--- src/rtl/axi_arb_2to1_if.sv ---
// rtl/axi_arb_2to1_if.sv - AXI4 bundle shared by the two master ports and the slave port of the arbiter
interface axi_arb_2to1_if #(
    parameter int AXI_ID_WD   = 2,
    parameter int AXI_DATA_WD = 32,
    parameter int AXI_ADDR_WD = 32,
    parameter int AXI_STRB_WD = 4
);
    logic [AXI_ADDR_WD-1:0] awaddr;
    logic [AXI_ID_WD-1:0]   awid;
    logic [1:0]             awburst;
    logic [2:0]             awsize;
    logic [7:0]             awlen;
    logic                   awvalid;
    logic                   awready;

    logic [AXI_DATA_WD-1:0] wdata;
    logic [AXI_STRB_WD-1:0] wstrb;
    logic                   wlast;
    logic                   wvalid;
    logic                   wready;

    logic [AXI_ID_WD-1:0]   bid;
    logic [1:0]             bresp;
    logic                   bvalid;
    logic                   bready;

    logic [AXI_ADDR_WD-1:0] araddr;
    logic [AXI_ID_WD-1:0]   arid;
    logic [1:0]             arburst;
    logic [2:0]             arsize;
    logic [7:0]             arlen;
    logic                   arvalid;
    logic                   arready;

    logic [AXI_DATA_WD-1:0] rdata;
    logic [AXI_ID_WD-1:0]   rid;
    logic [1:0]             rresp;
    logic                   rlast;
    logic                   rvalid;
    logic                   rready;

    modport master (
        output awaddr, awid, awburst, awsize, awlen, awvalid, input awready,
        output wdata, wstrb, wlast, wvalid, input wready,
        input  bid, bresp, bvalid, output bready,
        output araddr, arid, arburst, arsize, arlen, arvalid, input arready,
        input  rdata, rid, rresp, rlast, rvalid, output rready
    );

    modport slave (
        input  awaddr, awid, awburst, awsize, awlen, awvalid, output awready,
        input  wdata, wstrb, wlast, wvalid, output wready,
        output bid, bresp, bvalid, input bready,
        input  araddr, arid, arburst, arsize, arlen, arvalid, output arready,
        output rdata, rid, rresp, rlast, rvalid, input rready
    );
endinterface

--- src/rtl/axi_arb_2to1.sv ---
// rtl/axi_arb_2to1.sv - two-master round-robin AXI4 arbiter with burst-locked write and read grants
module axi_arb_2to1 (
    input  logic                 ACLK,
    input  logic                 ARESET,
    axi_arb_2to1_if.slave        s0_axi,
    axi_arb_2to1_if.slave        s1_axi,
    axi_arb_2to1_if.master       m_axi
);
    typedef enum logic [1:0] {W_IDLE, W_ADDR, W_DATA, W_RESP} wstate_t;
    typedef enum logic [1:0] {R_IDLE, R_ADDR, R_DATA} rstate_t;

    wstate_t wstate_q, wstate_d;
    rstate_t rstate_q, rstate_d;
    logic    wgnt_q, wgnt_d, wprio_q, wprio_d;
    logic    rgnt_q, rgnt_d, rprio_q, rprio_d;

    logic w_sel_awvalid, w_sel_wvalid, w_sel_bready;
    logic r_sel_arvalid, r_sel_rready;
    logic w_in_addr, w_in_data, w_in_resp, r_in_addr, r_in_data;

    assign w_sel_awvalid = wgnt_q ? s1_axi.awvalid : s0_axi.awvalid;
    assign w_sel_wvalid  = wgnt_q ? s1_axi.wvalid  : s0_axi.wvalid;
    assign w_sel_bready  = wgnt_q ? s1_axi.bready  : s0_axi.bready;
    assign r_sel_arvalid = rgnt_q ? s1_axi.arvalid : s0_axi.arvalid;
    assign r_sel_rready  = rgnt_q ? s1_axi.rready  : s0_axi.rready;

    assign w_in_addr = (wstate_q == W_ADDR);
    assign w_in_data = (wstate_q == W_DATA);
    assign w_in_resp = (wstate_q == W_RESP);
    assign r_in_addr = (rstate_q == R_ADDR);
    assign r_in_data = (rstate_q == R_DATA);

    // Request payloads follow the grant register in every state, not only while forwarding
    assign m_axi.awaddr  = wgnt_q ? s1_axi.awaddr  : s0_axi.awaddr;
    assign m_axi.awid    = wgnt_q ? s1_axi.awid    : s0_axi.awid;
    assign m_axi.awburst = wgnt_q ? s1_axi.awburst : s0_axi.awburst;
    assign m_axi.awsize  = wgnt_q ? s1_axi.awsize  : s0_axi.awsize;
    assign m_axi.awlen   = wgnt_q ? s1_axi.awlen   : s0_axi.awlen;
    assign m_axi.wdata   = wgnt_q ? s1_axi.wdata   : s0_axi.wdata;
    assign m_axi.wstrb   = wgnt_q ? s1_axi.wstrb   : s0_axi.wstrb;
    assign m_axi.wlast   = wgnt_q ? s1_axi.wlast   : s0_axi.wlast;
    assign m_axi.araddr  = rgnt_q ? s1_axi.araddr  : s0_axi.araddr;
    assign m_axi.arid    = rgnt_q ? s1_axi.arid    : s0_axi.arid;
    assign m_axi.arburst = rgnt_q ? s1_axi.arburst : s0_axi.arburst;
    assign m_axi.arsize  = rgnt_q ? s1_axi.arsize  : s0_axi.arsize;
    assign m_axi.arlen   = rgnt_q ? s1_axi.arlen   : s0_axi.arlen;

    assign m_axi.awvalid = w_in_addr & w_sel_awvalid;
    assign m_axi.wvalid  = w_in_data & w_sel_wvalid;
    assign m_axi.bready  = w_in_resp & w_sel_bready;
    assign m_axi.arvalid = r_in_addr & r_sel_arvalid;
    assign m_axi.rready  = r_in_data & r_sel_rready;

    assign s0_axi.awready = w_in_addr & ~wgnt_q & m_axi.awready;
    assign s1_axi.awready = w_in_addr &  wgnt_q & m_axi.awready;
    assign s0_axi.wready  = w_in_data & ~wgnt_q & m_axi.wready;
    assign s1_axi.wready  = w_in_data &  wgnt_q & m_axi.wready;
    assign s0_axi.bvalid  = w_in_resp & ~wgnt_q & m_axi.bvalid;
    assign s1_axi.bvalid  = w_in_resp &  wgnt_q & m_axi.bvalid;
    assign s0_axi.arready = r_in_addr & ~rgnt_q & m_axi.arready;
    assign s1_axi.arready = r_in_addr &  rgnt_q & m_axi.arready;
    assign s0_axi.rvalid  = r_in_data & ~rgnt_q & m_axi.rvalid;
    assign s1_axi.rvalid  = r_in_data &  rgnt_q & m_axi.rvalid;

    // Response payloads are broadcast; only one master sees VALID, so the other ignores them
    assign s0_axi.bid   = m_axi.bid;
    assign s1_axi.bid   = m_axi.bid;
    assign s0_axi.bresp = m_axi.bresp;
    assign s1_axi.bresp = m_axi.bresp;
    assign s0_axi.rdata = m_axi.rdata;
    assign s1_axi.rdata = m_axi.rdata;
    assign s0_axi.rid   = m_axi.rid;
    assign s1_axi.rid   = m_axi.rid;
    assign s0_axi.rresp = m_axi.rresp;
    assign s1_axi.rresp = m_axi.rresp;
    assign s0_axi.rlast = m_axi.rlast;
    assign s1_axi.rlast = m_axi.rlast;

    always_comb begin
        wstate_d = wstate_q;
        wgnt_d   = wgnt_q;
        wprio_d  = wprio_q;
        case (wstate_q)
            W_IDLE: begin
                if (s0_axi.awvalid || s1_axi.awvalid) begin
                    wstate_d = W_ADDR;
                    wgnt_d   = (s0_axi.awvalid && s1_axi.awvalid) ? wprio_q : s1_axi.awvalid;
                end
            end
            W_ADDR: if (w_sel_awvalid && m_axi.awready) wstate_d = W_DATA;
            W_DATA: if (w_sel_wvalid && m_axi.wready && m_axi.wlast) wstate_d = W_RESP;
            W_RESP: begin
                if (m_axi.bvalid && w_sel_bready) begin
                    wstate_d = W_IDLE;
                    wprio_d  = ~wgnt_q;
                end
            end
            default: wstate_d = W_IDLE;
        endcase
    end

    always_comb begin
        rstate_d = rstate_q;
        rgnt_d   = rgnt_q;
        rprio_d  = rprio_q;
        case (rstate_q)
            R_IDLE: begin
                if (s0_axi.arvalid || s1_axi.arvalid) begin
                    rstate_d = R_ADDR;
                    rgnt_d   = (s0_axi.arvalid && s1_axi.arvalid) ? rprio_q : s1_axi.arvalid;
                end
            end
            R_ADDR: if (r_sel_arvalid && m_axi.arready) rstate_d = R_DATA;
            R_DATA: begin
                if (m_axi.rvalid && r_sel_rready && m_axi.rlast) begin
                    rstate_d = R_IDLE;
                    rprio_d  = ~rgnt_q;
                end
            end
            default: rstate_d = R_IDLE;
        endcase
    end

    always_ff @(posedge ACLK or posedge ARESET) begin
        if (ARESET) begin
            wstate_q <= W_IDLE;
            wgnt_q   <= 1'b0;
            wprio_q  <= 1'b0;
            rstate_q <= R_IDLE;
            rgnt_q   <= 1'b0;
            rprio_q  <= 1'b0;
        end else begin
            wstate_q <= wstate_d;
            wgnt_q   <= wgnt_d;
            wprio_q  <= wprio_d;
            rstate_q <= rstate_d;
            rgnt_q   <= rgnt_d;
            rprio_q  <= rprio_d;
        end
    end
endmodule

--- src/flat_wrapper.sv ---
// flat-port wrapper written by rule: the top's interface ports become plain ports
module axi_arb_2to1_flat 
  (ACLK, ARESET, s0_axi_awaddr, s0_axi_awid, s0_axi_awburst, s0_axi_awsize, s0_axi_awlen, s0_axi_awvalid, s0_axi_awready, s0_axi_wdata, s0_axi_wstrb, s0_axi_wlast, s0_axi_wvalid, s0_axi_wready, s0_axi_bid, s0_axi_bresp, s0_axi_bvalid, s0_axi_bready, s0_axi_araddr, s0_axi_arid, s0_axi_arburst, s0_axi_arsize, s0_axi_arlen, s0_axi_arvalid, s0_axi_arready, s0_axi_rdata, s0_axi_rid, s0_axi_rresp, s0_axi_rlast, s0_axi_rvalid, s0_axi_rready, s1_axi_awaddr, s1_axi_awid, s1_axi_awburst, s1_axi_awsize, s1_axi_awlen, s1_axi_awvalid, s1_axi_awready, s1_axi_wdata, s1_axi_wstrb, s1_axi_wlast, s1_axi_wvalid, s1_axi_wready, s1_axi_bid, s1_axi_bresp, s1_axi_bvalid, s1_axi_bready, s1_axi_araddr, s1_axi_arid, s1_axi_arburst, s1_axi_arsize, s1_axi_arlen, s1_axi_arvalid, s1_axi_arready, s1_axi_rdata, s1_axi_rid, s1_axi_rresp, s1_axi_rlast, s1_axi_rvalid, s1_axi_rready, m_axi_awaddr, m_axi_awid, m_axi_awburst, m_axi_awsize, m_axi_awlen, m_axi_awvalid, m_axi_awready, m_axi_wdata, m_axi_wstrb, m_axi_wlast, m_axi_wvalid, m_axi_wready, m_axi_bid, m_axi_bresp, m_axi_bvalid, m_axi_bready, m_axi_araddr, m_axi_arid, m_axi_arburst, m_axi_arsize, m_axi_arlen, m_axi_arvalid, m_axi_arready, m_axi_rdata, m_axi_rid, m_axi_rresp, m_axi_rlast, m_axi_rvalid, m_axi_rready);
  axi_arb_2to1_if s0_axi_i ();
  axi_arb_2to1_if s1_axi_i ();
  axi_arb_2to1_if m_axi_i ();
  input  logic ACLK;
  input  logic ARESET;
  input wire logic [$bits(s0_axi_i.awaddr)-1:0] s0_axi_awaddr;
  input wire logic [$bits(s0_axi_i.awid)-1:0] s0_axi_awid;
  input wire logic [$bits(s0_axi_i.awburst)-1:0] s0_axi_awburst;
  input wire logic [$bits(s0_axi_i.awsize)-1:0] s0_axi_awsize;
  input wire logic [$bits(s0_axi_i.awlen)-1:0] s0_axi_awlen;
  input wire logic [$bits(s0_axi_i.awvalid)-1:0] s0_axi_awvalid;
  output wire logic [$bits(s0_axi_i.awready)-1:0] s0_axi_awready;
  input wire logic [$bits(s0_axi_i.wdata)-1:0] s0_axi_wdata;
  input wire logic [$bits(s0_axi_i.wstrb)-1:0] s0_axi_wstrb;
  input wire logic [$bits(s0_axi_i.wlast)-1:0] s0_axi_wlast;
  input wire logic [$bits(s0_axi_i.wvalid)-1:0] s0_axi_wvalid;
  output wire logic [$bits(s0_axi_i.wready)-1:0] s0_axi_wready;
  output wire logic [$bits(s0_axi_i.bid)-1:0] s0_axi_bid;
  output wire logic [$bits(s0_axi_i.bresp)-1:0] s0_axi_bresp;
  output wire logic [$bits(s0_axi_i.bvalid)-1:0] s0_axi_bvalid;
  input wire logic [$bits(s0_axi_i.bready)-1:0] s0_axi_bready;
  input wire logic [$bits(s0_axi_i.araddr)-1:0] s0_axi_araddr;
  input wire logic [$bits(s0_axi_i.arid)-1:0] s0_axi_arid;
  input wire logic [$bits(s0_axi_i.arburst)-1:0] s0_axi_arburst;
  input wire logic [$bits(s0_axi_i.arsize)-1:0] s0_axi_arsize;
  input wire logic [$bits(s0_axi_i.arlen)-1:0] s0_axi_arlen;
  input wire logic [$bits(s0_axi_i.arvalid)-1:0] s0_axi_arvalid;
  output wire logic [$bits(s0_axi_i.arready)-1:0] s0_axi_arready;
  output wire logic [$bits(s0_axi_i.rdata)-1:0] s0_axi_rdata;
  output wire logic [$bits(s0_axi_i.rid)-1:0] s0_axi_rid;
  output wire logic [$bits(s0_axi_i.rresp)-1:0] s0_axi_rresp;
  output wire logic [$bits(s0_axi_i.rlast)-1:0] s0_axi_rlast;
  output wire logic [$bits(s0_axi_i.rvalid)-1:0] s0_axi_rvalid;
  input wire logic [$bits(s0_axi_i.rready)-1:0] s0_axi_rready;
  input wire logic [$bits(s1_axi_i.awaddr)-1:0] s1_axi_awaddr;
  input wire logic [$bits(s1_axi_i.awid)-1:0] s1_axi_awid;
  input wire logic [$bits(s1_axi_i.awburst)-1:0] s1_axi_awburst;
  input wire logic [$bits(s1_axi_i.awsize)-1:0] s1_axi_awsize;
  input wire logic [$bits(s1_axi_i.awlen)-1:0] s1_axi_awlen;
  input wire logic [$bits(s1_axi_i.awvalid)-1:0] s1_axi_awvalid;
  output wire logic [$bits(s1_axi_i.awready)-1:0] s1_axi_awready;
  input wire logic [$bits(s1_axi_i.wdata)-1:0] s1_axi_wdata;
  input wire logic [$bits(s1_axi_i.wstrb)-1:0] s1_axi_wstrb;
  input wire logic [$bits(s1_axi_i.wlast)-1:0] s1_axi_wlast;
  input wire logic [$bits(s1_axi_i.wvalid)-1:0] s1_axi_wvalid;
  output wire logic [$bits(s1_axi_i.wready)-1:0] s1_axi_wready;
  output wire logic [$bits(s1_axi_i.bid)-1:0] s1_axi_bid;
  output wire logic [$bits(s1_axi_i.bresp)-1:0] s1_axi_bresp;
  output wire logic [$bits(s1_axi_i.bvalid)-1:0] s1_axi_bvalid;
  input wire logic [$bits(s1_axi_i.bready)-1:0] s1_axi_bready;
  input wire logic [$bits(s1_axi_i.araddr)-1:0] s1_axi_araddr;
  input wire logic [$bits(s1_axi_i.arid)-1:0] s1_axi_arid;
  input wire logic [$bits(s1_axi_i.arburst)-1:0] s1_axi_arburst;
  input wire logic [$bits(s1_axi_i.arsize)-1:0] s1_axi_arsize;
  input wire logic [$bits(s1_axi_i.arlen)-1:0] s1_axi_arlen;
  input wire logic [$bits(s1_axi_i.arvalid)-1:0] s1_axi_arvalid;
  output wire logic [$bits(s1_axi_i.arready)-1:0] s1_axi_arready;
  output wire logic [$bits(s1_axi_i.rdata)-1:0] s1_axi_rdata;
  output wire logic [$bits(s1_axi_i.rid)-1:0] s1_axi_rid;
  output wire logic [$bits(s1_axi_i.rresp)-1:0] s1_axi_rresp;
  output wire logic [$bits(s1_axi_i.rlast)-1:0] s1_axi_rlast;
  output wire logic [$bits(s1_axi_i.rvalid)-1:0] s1_axi_rvalid;
  input wire logic [$bits(s1_axi_i.rready)-1:0] s1_axi_rready;
  output wire logic [$bits(m_axi_i.awaddr)-1:0] m_axi_awaddr;
  output wire logic [$bits(m_axi_i.awid)-1:0] m_axi_awid;
  output wire logic [$bits(m_axi_i.awburst)-1:0] m_axi_awburst;
  output wire logic [$bits(m_axi_i.awsize)-1:0] m_axi_awsize;
  output wire logic [$bits(m_axi_i.awlen)-1:0] m_axi_awlen;
  output wire logic [$bits(m_axi_i.awvalid)-1:0] m_axi_awvalid;
  input wire logic [$bits(m_axi_i.awready)-1:0] m_axi_awready;
  output wire logic [$bits(m_axi_i.wdata)-1:0] m_axi_wdata;
  output wire logic [$bits(m_axi_i.wstrb)-1:0] m_axi_wstrb;
  output wire logic [$bits(m_axi_i.wlast)-1:0] m_axi_wlast;
  output wire logic [$bits(m_axi_i.wvalid)-1:0] m_axi_wvalid;
  input wire logic [$bits(m_axi_i.wready)-1:0] m_axi_wready;
  input wire logic [$bits(m_axi_i.bid)-1:0] m_axi_bid;
  input wire logic [$bits(m_axi_i.bresp)-1:0] m_axi_bresp;
  input wire logic [$bits(m_axi_i.bvalid)-1:0] m_axi_bvalid;
  output wire logic [$bits(m_axi_i.bready)-1:0] m_axi_bready;
  output wire logic [$bits(m_axi_i.araddr)-1:0] m_axi_araddr;
  output wire logic [$bits(m_axi_i.arid)-1:0] m_axi_arid;
  output wire logic [$bits(m_axi_i.arburst)-1:0] m_axi_arburst;
  output wire logic [$bits(m_axi_i.arsize)-1:0] m_axi_arsize;
  output wire logic [$bits(m_axi_i.arlen)-1:0] m_axi_arlen;
  output wire logic [$bits(m_axi_i.arvalid)-1:0] m_axi_arvalid;
  input wire logic [$bits(m_axi_i.arready)-1:0] m_axi_arready;
  input wire logic [$bits(m_axi_i.rdata)-1:0] m_axi_rdata;
  input wire logic [$bits(m_axi_i.rid)-1:0] m_axi_rid;
  input wire logic [$bits(m_axi_i.rresp)-1:0] m_axi_rresp;
  input wire logic [$bits(m_axi_i.rlast)-1:0] m_axi_rlast;
  input wire logic [$bits(m_axi_i.rvalid)-1:0] m_axi_rvalid;
  output wire logic [$bits(m_axi_i.rready)-1:0] m_axi_rready;
  assign s0_axi_i.awaddr = s0_axi_awaddr;
  assign s0_axi_i.awid = s0_axi_awid;
  assign s0_axi_i.awburst = s0_axi_awburst;
  assign s0_axi_i.awsize = s0_axi_awsize;
  assign s0_axi_i.awlen = s0_axi_awlen;
  assign s0_axi_i.awvalid = s0_axi_awvalid;
  assign s0_axi_awready = s0_axi_i.awready;
  assign s0_axi_i.wdata = s0_axi_wdata;
  assign s0_axi_i.wstrb = s0_axi_wstrb;
  assign s0_axi_i.wlast = s0_axi_wlast;
  assign s0_axi_i.wvalid = s0_axi_wvalid;
  assign s0_axi_wready = s0_axi_i.wready;
  assign s0_axi_bid = s0_axi_i.bid;
  assign s0_axi_bresp = s0_axi_i.bresp;
  assign s0_axi_bvalid = s0_axi_i.bvalid;
  assign s0_axi_i.bready = s0_axi_bready;
  assign s0_axi_i.araddr = s0_axi_araddr;
  assign s0_axi_i.arid = s0_axi_arid;
  assign s0_axi_i.arburst = s0_axi_arburst;
  assign s0_axi_i.arsize = s0_axi_arsize;
  assign s0_axi_i.arlen = s0_axi_arlen;
  assign s0_axi_i.arvalid = s0_axi_arvalid;
  assign s0_axi_arready = s0_axi_i.arready;
  assign s0_axi_rdata = s0_axi_i.rdata;
  assign s0_axi_rid = s0_axi_i.rid;
  assign s0_axi_rresp = s0_axi_i.rresp;
  assign s0_axi_rlast = s0_axi_i.rlast;
  assign s0_axi_rvalid = s0_axi_i.rvalid;
  assign s0_axi_i.rready = s0_axi_rready;
  assign s1_axi_i.awaddr = s1_axi_awaddr;
  assign s1_axi_i.awid = s1_axi_awid;
  assign s1_axi_i.awburst = s1_axi_awburst;
  assign s1_axi_i.awsize = s1_axi_awsize;
  assign s1_axi_i.awlen = s1_axi_awlen;
  assign s1_axi_i.awvalid = s1_axi_awvalid;
  assign s1_axi_awready = s1_axi_i.awready;
  assign s1_axi_i.wdata = s1_axi_wdata;
  assign s1_axi_i.wstrb = s1_axi_wstrb;
  assign s1_axi_i.wlast = s1_axi_wlast;
  assign s1_axi_i.wvalid = s1_axi_wvalid;
  assign s1_axi_wready = s1_axi_i.wready;
  assign s1_axi_bid = s1_axi_i.bid;
  assign s1_axi_bresp = s1_axi_i.bresp;
  assign s1_axi_bvalid = s1_axi_i.bvalid;
  assign s1_axi_i.bready = s1_axi_bready;
  assign s1_axi_i.araddr = s1_axi_araddr;
  assign s1_axi_i.arid = s1_axi_arid;
  assign s1_axi_i.arburst = s1_axi_arburst;
  assign s1_axi_i.arsize = s1_axi_arsize;
  assign s1_axi_i.arlen = s1_axi_arlen;
  assign s1_axi_i.arvalid = s1_axi_arvalid;
  assign s1_axi_arready = s1_axi_i.arready;
  assign s1_axi_rdata = s1_axi_i.rdata;
  assign s1_axi_rid = s1_axi_i.rid;
  assign s1_axi_rresp = s1_axi_i.rresp;
  assign s1_axi_rlast = s1_axi_i.rlast;
  assign s1_axi_rvalid = s1_axi_i.rvalid;
  assign s1_axi_i.rready = s1_axi_rready;
  assign m_axi_awaddr = m_axi_i.awaddr;
  assign m_axi_awid = m_axi_i.awid;
  assign m_axi_awburst = m_axi_i.awburst;
  assign m_axi_awsize = m_axi_i.awsize;
  assign m_axi_awlen = m_axi_i.awlen;
  assign m_axi_awvalid = m_axi_i.awvalid;
  assign m_axi_i.awready = m_axi_awready;
  assign m_axi_wdata = m_axi_i.wdata;
  assign m_axi_wstrb = m_axi_i.wstrb;
  assign m_axi_wlast = m_axi_i.wlast;
  assign m_axi_wvalid = m_axi_i.wvalid;
  assign m_axi_i.wready = m_axi_wready;
  assign m_axi_i.bid = m_axi_bid;
  assign m_axi_i.bresp = m_axi_bresp;
  assign m_axi_i.bvalid = m_axi_bvalid;
  assign m_axi_bready = m_axi_i.bready;
  assign m_axi_araddr = m_axi_i.araddr;
  assign m_axi_arid = m_axi_i.arid;
  assign m_axi_arburst = m_axi_i.arburst;
  assign m_axi_arsize = m_axi_i.arsize;
  assign m_axi_arlen = m_axi_i.arlen;
  assign m_axi_arvalid = m_axi_i.arvalid;
  assign m_axi_i.arready = m_axi_arready;
  assign m_axi_i.rdata = m_axi_rdata;
  assign m_axi_i.rid = m_axi_rid;
  assign m_axi_i.rresp = m_axi_rresp;
  assign m_axi_i.rlast = m_axi_rlast;
  assign m_axi_i.rvalid = m_axi_rvalid;
  assign m_axi_rready = m_axi_i.rready;
  axi_arb_2to1 u_core (.ACLK(ACLK), .ARESET(ARESET), .s0_axi(s0_axi_i), .s1_axi(s1_axi_i), .m_axi(m_axi_i));
endmodule
--- config.mk ---
export PLATFORM = sky130hd
export DESIGN_NAME = axi_arb_2to1_flat
export DESIGN_NICKNAME = d
export VERILOG_FILES = /design/src/rtl/axi_arb_2to1_if.sv /design/src/rtl/axi_arb_2to1.sv /design/src/flat_wrapper.sv
export SDC_FILE = /design/constraint.sdc
export NUM_CORES = 1
export LEC_CHECK = 0
export CAP_MARGIN = 15
export CORE_AREA = 2 2 212 214
export CTS_BUF_LIST = sky130_fd_sc_hd__clkbuf_4 sky130_fd_sc_hd__clkbuf_8 sky130_fd_sc_hd__clkbuf_16
export CTS_CLUSTER_DIAMETER = 30
export CTS_CLUSTER_SIZE = 16
export DETAILED_ROUTE_END_ITERATION = 7
export DIE_AREA = 0 0 214 216
export PLACE_DENSITY_LB_ADDON = 0.1
export SETUP_SLACK_MARGIN = 0.3
export SLEW_MARGIN = 20
export SYNTH_ARGS = -nofsm -noshare
export SYNTH_HDL_FRONTEND = slang
export SYNTH_SLANG_ARGS = --single-unit
--- constraint.sdc ---
create_clock -name ACLK -period 1.8 [get_ports ACLK]
set_input_delay 0.27 -clock ACLK [delete_from_list [all_inputs] [get_ports ACLK]]
set_output_delay 0.27 -clock ACLK [all_outputs]
set_load 0.01 [all_outputs]
==> results.json, run 1 <==
{
  "postLayoutSetupSlackWorst_ns": -0.09712,
  "power_density_nw_per_um2": 1076,
  "ios": 548,
  "htree_num_levels": 1,
  "final_util_pct": 18.78,
  "timing.setup.tns_ns": -1.723,
  "port_buffers": 427,
  "die_area_um2": 46220,
  "grtUsageTotal_pct": 8.128,
  "dr_total_vias": 3767,
  "clockRootBuffer": "clkbuf_16",
  "synthTopCellsByArea": "mux2_2, buf_4, dfrtp_1",
  "r2r_end": "u_core.wstate_q[1]$_DFFE_PP0P_",
  "path_clk_slew_ns": 0.04,
  "synth_fp_nets": 630,
  "grt_overflow": 0,
  "end_kind": "output port",
  "grt_pass1_vias": 4091,
  "hpwl_um": 17360,
  "reg2reg_from": "u_core.wgnt_q$_DFFE_PP0P_",
  "gp_congestion": 0.7138,
  "hold_class": "input port to async pin",
  "drtAntennaViolNets": 0,
  "max_stage_delay_ns": 0.45,
  "final_max_slew_viol_count": 0,
  "row_count": 77,
  "path_buf_inv": 5,
  "insertion_delay_ns": 0.23,
  "violations": "negative setup slack",
  "die_w_um": 214,
  "drtIter0Drc": 63,
  "grt_max_degree": 18,
  "ff2ff_setup_slack_ns": 0.05,
  "drive_above_1_share_pct": 52.67,
  "final_nets": 1039,
  "cts_buffers": 3,
  "startpoint_type": "flop",
  "netlist_instances": 305,
  "setup_viol": 37,
  "cp.arrival_ns": 1.63,
  "whs_ns": 0.3100,
  "clk_path_buf_depth": 2,
  "crit_path_cell_trace": "buf_12, buf_12, buf_16, buf_8, mux2_4, buf_6",
  "tritoncts": "done",
  "cp-endpoint": "m_axi_arlen[0]",
  "grt_pass1_wl_um": 28150,
  "die_h_um": 216,
  "yosysWarnings": 0,
  "viasPerCell": 2.889,
  "cts_hold_buf": 0,
  "period_share_pct": 105.4,
  "worstSetupPathType": "flop to output port",
  "status": "finished with violations",
  "start_util_pct": 6.451,
  "finClkSkew_ns": 0.0006587,
  "syn_avg_cell_area_um2": 9.271,
  "antenna_found_initial": 0,
  "yosysTopAreaCell": "mux2_2",
  "cp_max_fo": 8,
  "drc": 0,
  "avgRoutedWirePerCell_um": 15.39,
  "core_um2": 43840,
  "cp_top_family": "buffers and inverters",
  "totalWireLength_um": 20070,
  "syn_to_final_growth_pct": 191.2,
  "fill_cells": 4899,
  "synth-seq-cells": 8,
  "cts_sinks": 8,
  "min_period_ns": 1.897,
  "synthArstFlopShare_pct": 100.0,
  "ir_worst_vdd_mv": 0.2676,
  "rsz0062_at_grt": "true",
  "cpMostUsedCell": "buf_12",
  "diodes": 0,
  "max_cap_viol_count": 0,
  "cp.required_ns": 1.53,
  "hold_viol_final": 0,
  "syn_area_um2": 2828,
  "synth_cell_types": 28,
  "synth_top_cell_area_share_pct": 52.17,
  "clock.fmax_mhz": 527.1,
  "power_leakage_nw": 3.359,
  "synth_edf_count": 0,
  "dr.pass1.iters": 4,
  "crit_slowest_cell": "dfrtp_2",
  "critPathLaunch": "u_core.rgnt_q$_DFFE_PP0P_",
  "power_w": 0.008864,
  "ys.flop_type": "dfrtp_1",
  "max_slew_margin_pct": 75.66,
  "worstMarginPinSlew_ns": 0.3647,
  "worstSetupPathDepth": 6,
  "preCtsSetupSlack_ns": -0.1766,
  "r2r_cells": 7,
  "yosysSeqAreaShare_pct": 7.080
}
-- how the worst min path moves through the flow --
stage	cells after the start	slack [ns]	to
after floorplan	1	0.09	u_core.rgnt_q$_DFFE_PP0P_
after global placement	2	0.50	u_core.rprio_q$_DFFE_PP0P_
after detailed placement	2	0.50	u_core.rprio_q$_DFFE_PP0P_
after CTS	2	0.35	u_core.rstate_q[0]$_DFFE_PP0P_
after global routing	2	0.37	u_core.rstate_q[0]$_DFFE_PP0P_
final	2	0.31	u_core.rprio_q$_DFFE_PP0P_
-- state kept, by name (all words and copies together) (netlist names) --
| name | cells |
|---|---|
| u_core.rgnt_q | 1 |
| u_core.rstate_q | 2 |
| u_core.rprio_q | 1 |
| u_core.wgnt_q | 1 |
| u_core.wprio_q | 1 |
| u_core.wstate_q | 2 |
-- stage by stage --
| step | instances | area (µm²) |
|---|---|---|
| global placement | 1256 | 7440 |
| CTS | 1289 | 7805 |
| global route | 1304 | 8234 |
| floorplan | 305 | 2828 |
| finish | 1304 | 8234 |
| detailed placement | 1256 | 7440 |
-- layer usage --
layer  vias to the layer above  global-route usage (%)  routed length (µm)
li1                       1817                       -                   -
met1                      1732                   8.760                7311
met2                       198                   16.02               11380
met3                        20                   1.889                1200
met4                         0                   1.538                 184
met5                         -                       0                   0
-- worst register-to-register path, delay by kind of cell, from the launching register on --
family / cells / cell delay, ns
buffers and inverters: 3 / 0.45
DFF: 1 / 0.48
muxes: 1 / 0.32
and+or+nand+nor: 3 / 0.38
-- report_power, final --
group          internal (W)  total (W)  switching [W]
clock network      0.000287   0.000376      0.0000896
registers          0.000283   0.000402       0.000120
logic               0.00510    0.00809        0.00298
total               0.00567    0.00886        0.00319
-- logic make-up (layout without fill, tap and decap cells) --
| family | count (synthesis) | in the layout | synth area share, % |
|---|---|---|---|
| adder cells (fa/ha/maj) | 5 | 5 | 2.212 |
| AO/OA/AOI/OAI | 13 | 13 | 2.876 |
| multiplexers | 137 | 137 | 54.51 |
| flip-flops | 8 | 8 | 7.080 |
| buffers and inverters | 103 | 510 | 25.84 |
| AND/OR/NAND/NOR | 39 | 39 | 7.477 |
-- repair_timing --
action	in CTS	in global routing
pin swaps	4	4
setup endpoints to repair	150	150
gates resized for setup	563	227
gates cloned	3	0
setup buffers	27	15
-- Yosys cell counts, types with 2 or more instances --
cell / number
buf_4: 88
a31oi_1: 3
nor3_1: 3
nand2b_1: 2
nand4_1: 2
nor2_1: 6
nand3_1: 3
o21ai_0: 3
nor2b_1: 4
ha_1: 5
a21oi_1: 3
nand2_1: 9
mux2i_1: 4
nor3b_1: 3
dfrtp_1: 8
and3_1: 4
mux2_2: 131
inv_1: 4
buf_2: 11
-- layout by cell type (no fill, tap or decap), types with 6 or more instances in the layout --
cell type	instances
buf_2	21
dlygate4sd2_1	6
mux2_2	112
buf_6	116
mux2_4	21
nand2_1	8
buf_12	11
buf_4	55
clkdlybuf4s50_1	279
-- cell type report --
| class | count | area, µm² | area share (%) |
|---|---|---|---|
| well taps | 592 | 740.7 | 8.996 |
| repair buffers | 503 | 5110 | 62.06 |
| clock buffers | 3 | 75.07 | 0.9117 |
| flip-flops and latches | 8 | 206.4 | 2.507 |
| inverters | 4 | 15.01 | 0.1823 |
| multi-input cells | 194 | 2087 | 25.35 |
(Power assumes the default switching activity.)
==> inputs of run 2 (changes only) <==
--- a/config.mk
+++ b/config.mk
@@ -12,6 +12,7 @@
 export CTS_CLUSTER_SIZE = 16
 export DETAILED_ROUTE_END_ITERATION = 7
 export DIE_AREA = 0 0 214 216
+export HOLD_SLACK_MARGIN = 0.02
 export PLACE_DENSITY_LB_ADDON = 0.1
 export SETUP_SLACK_MARGIN = 0.3
 export SLEW_MARGIN = 20
==> results of run 2 <==
No change in the layout: final DEF, timing and power equal those of run 1.
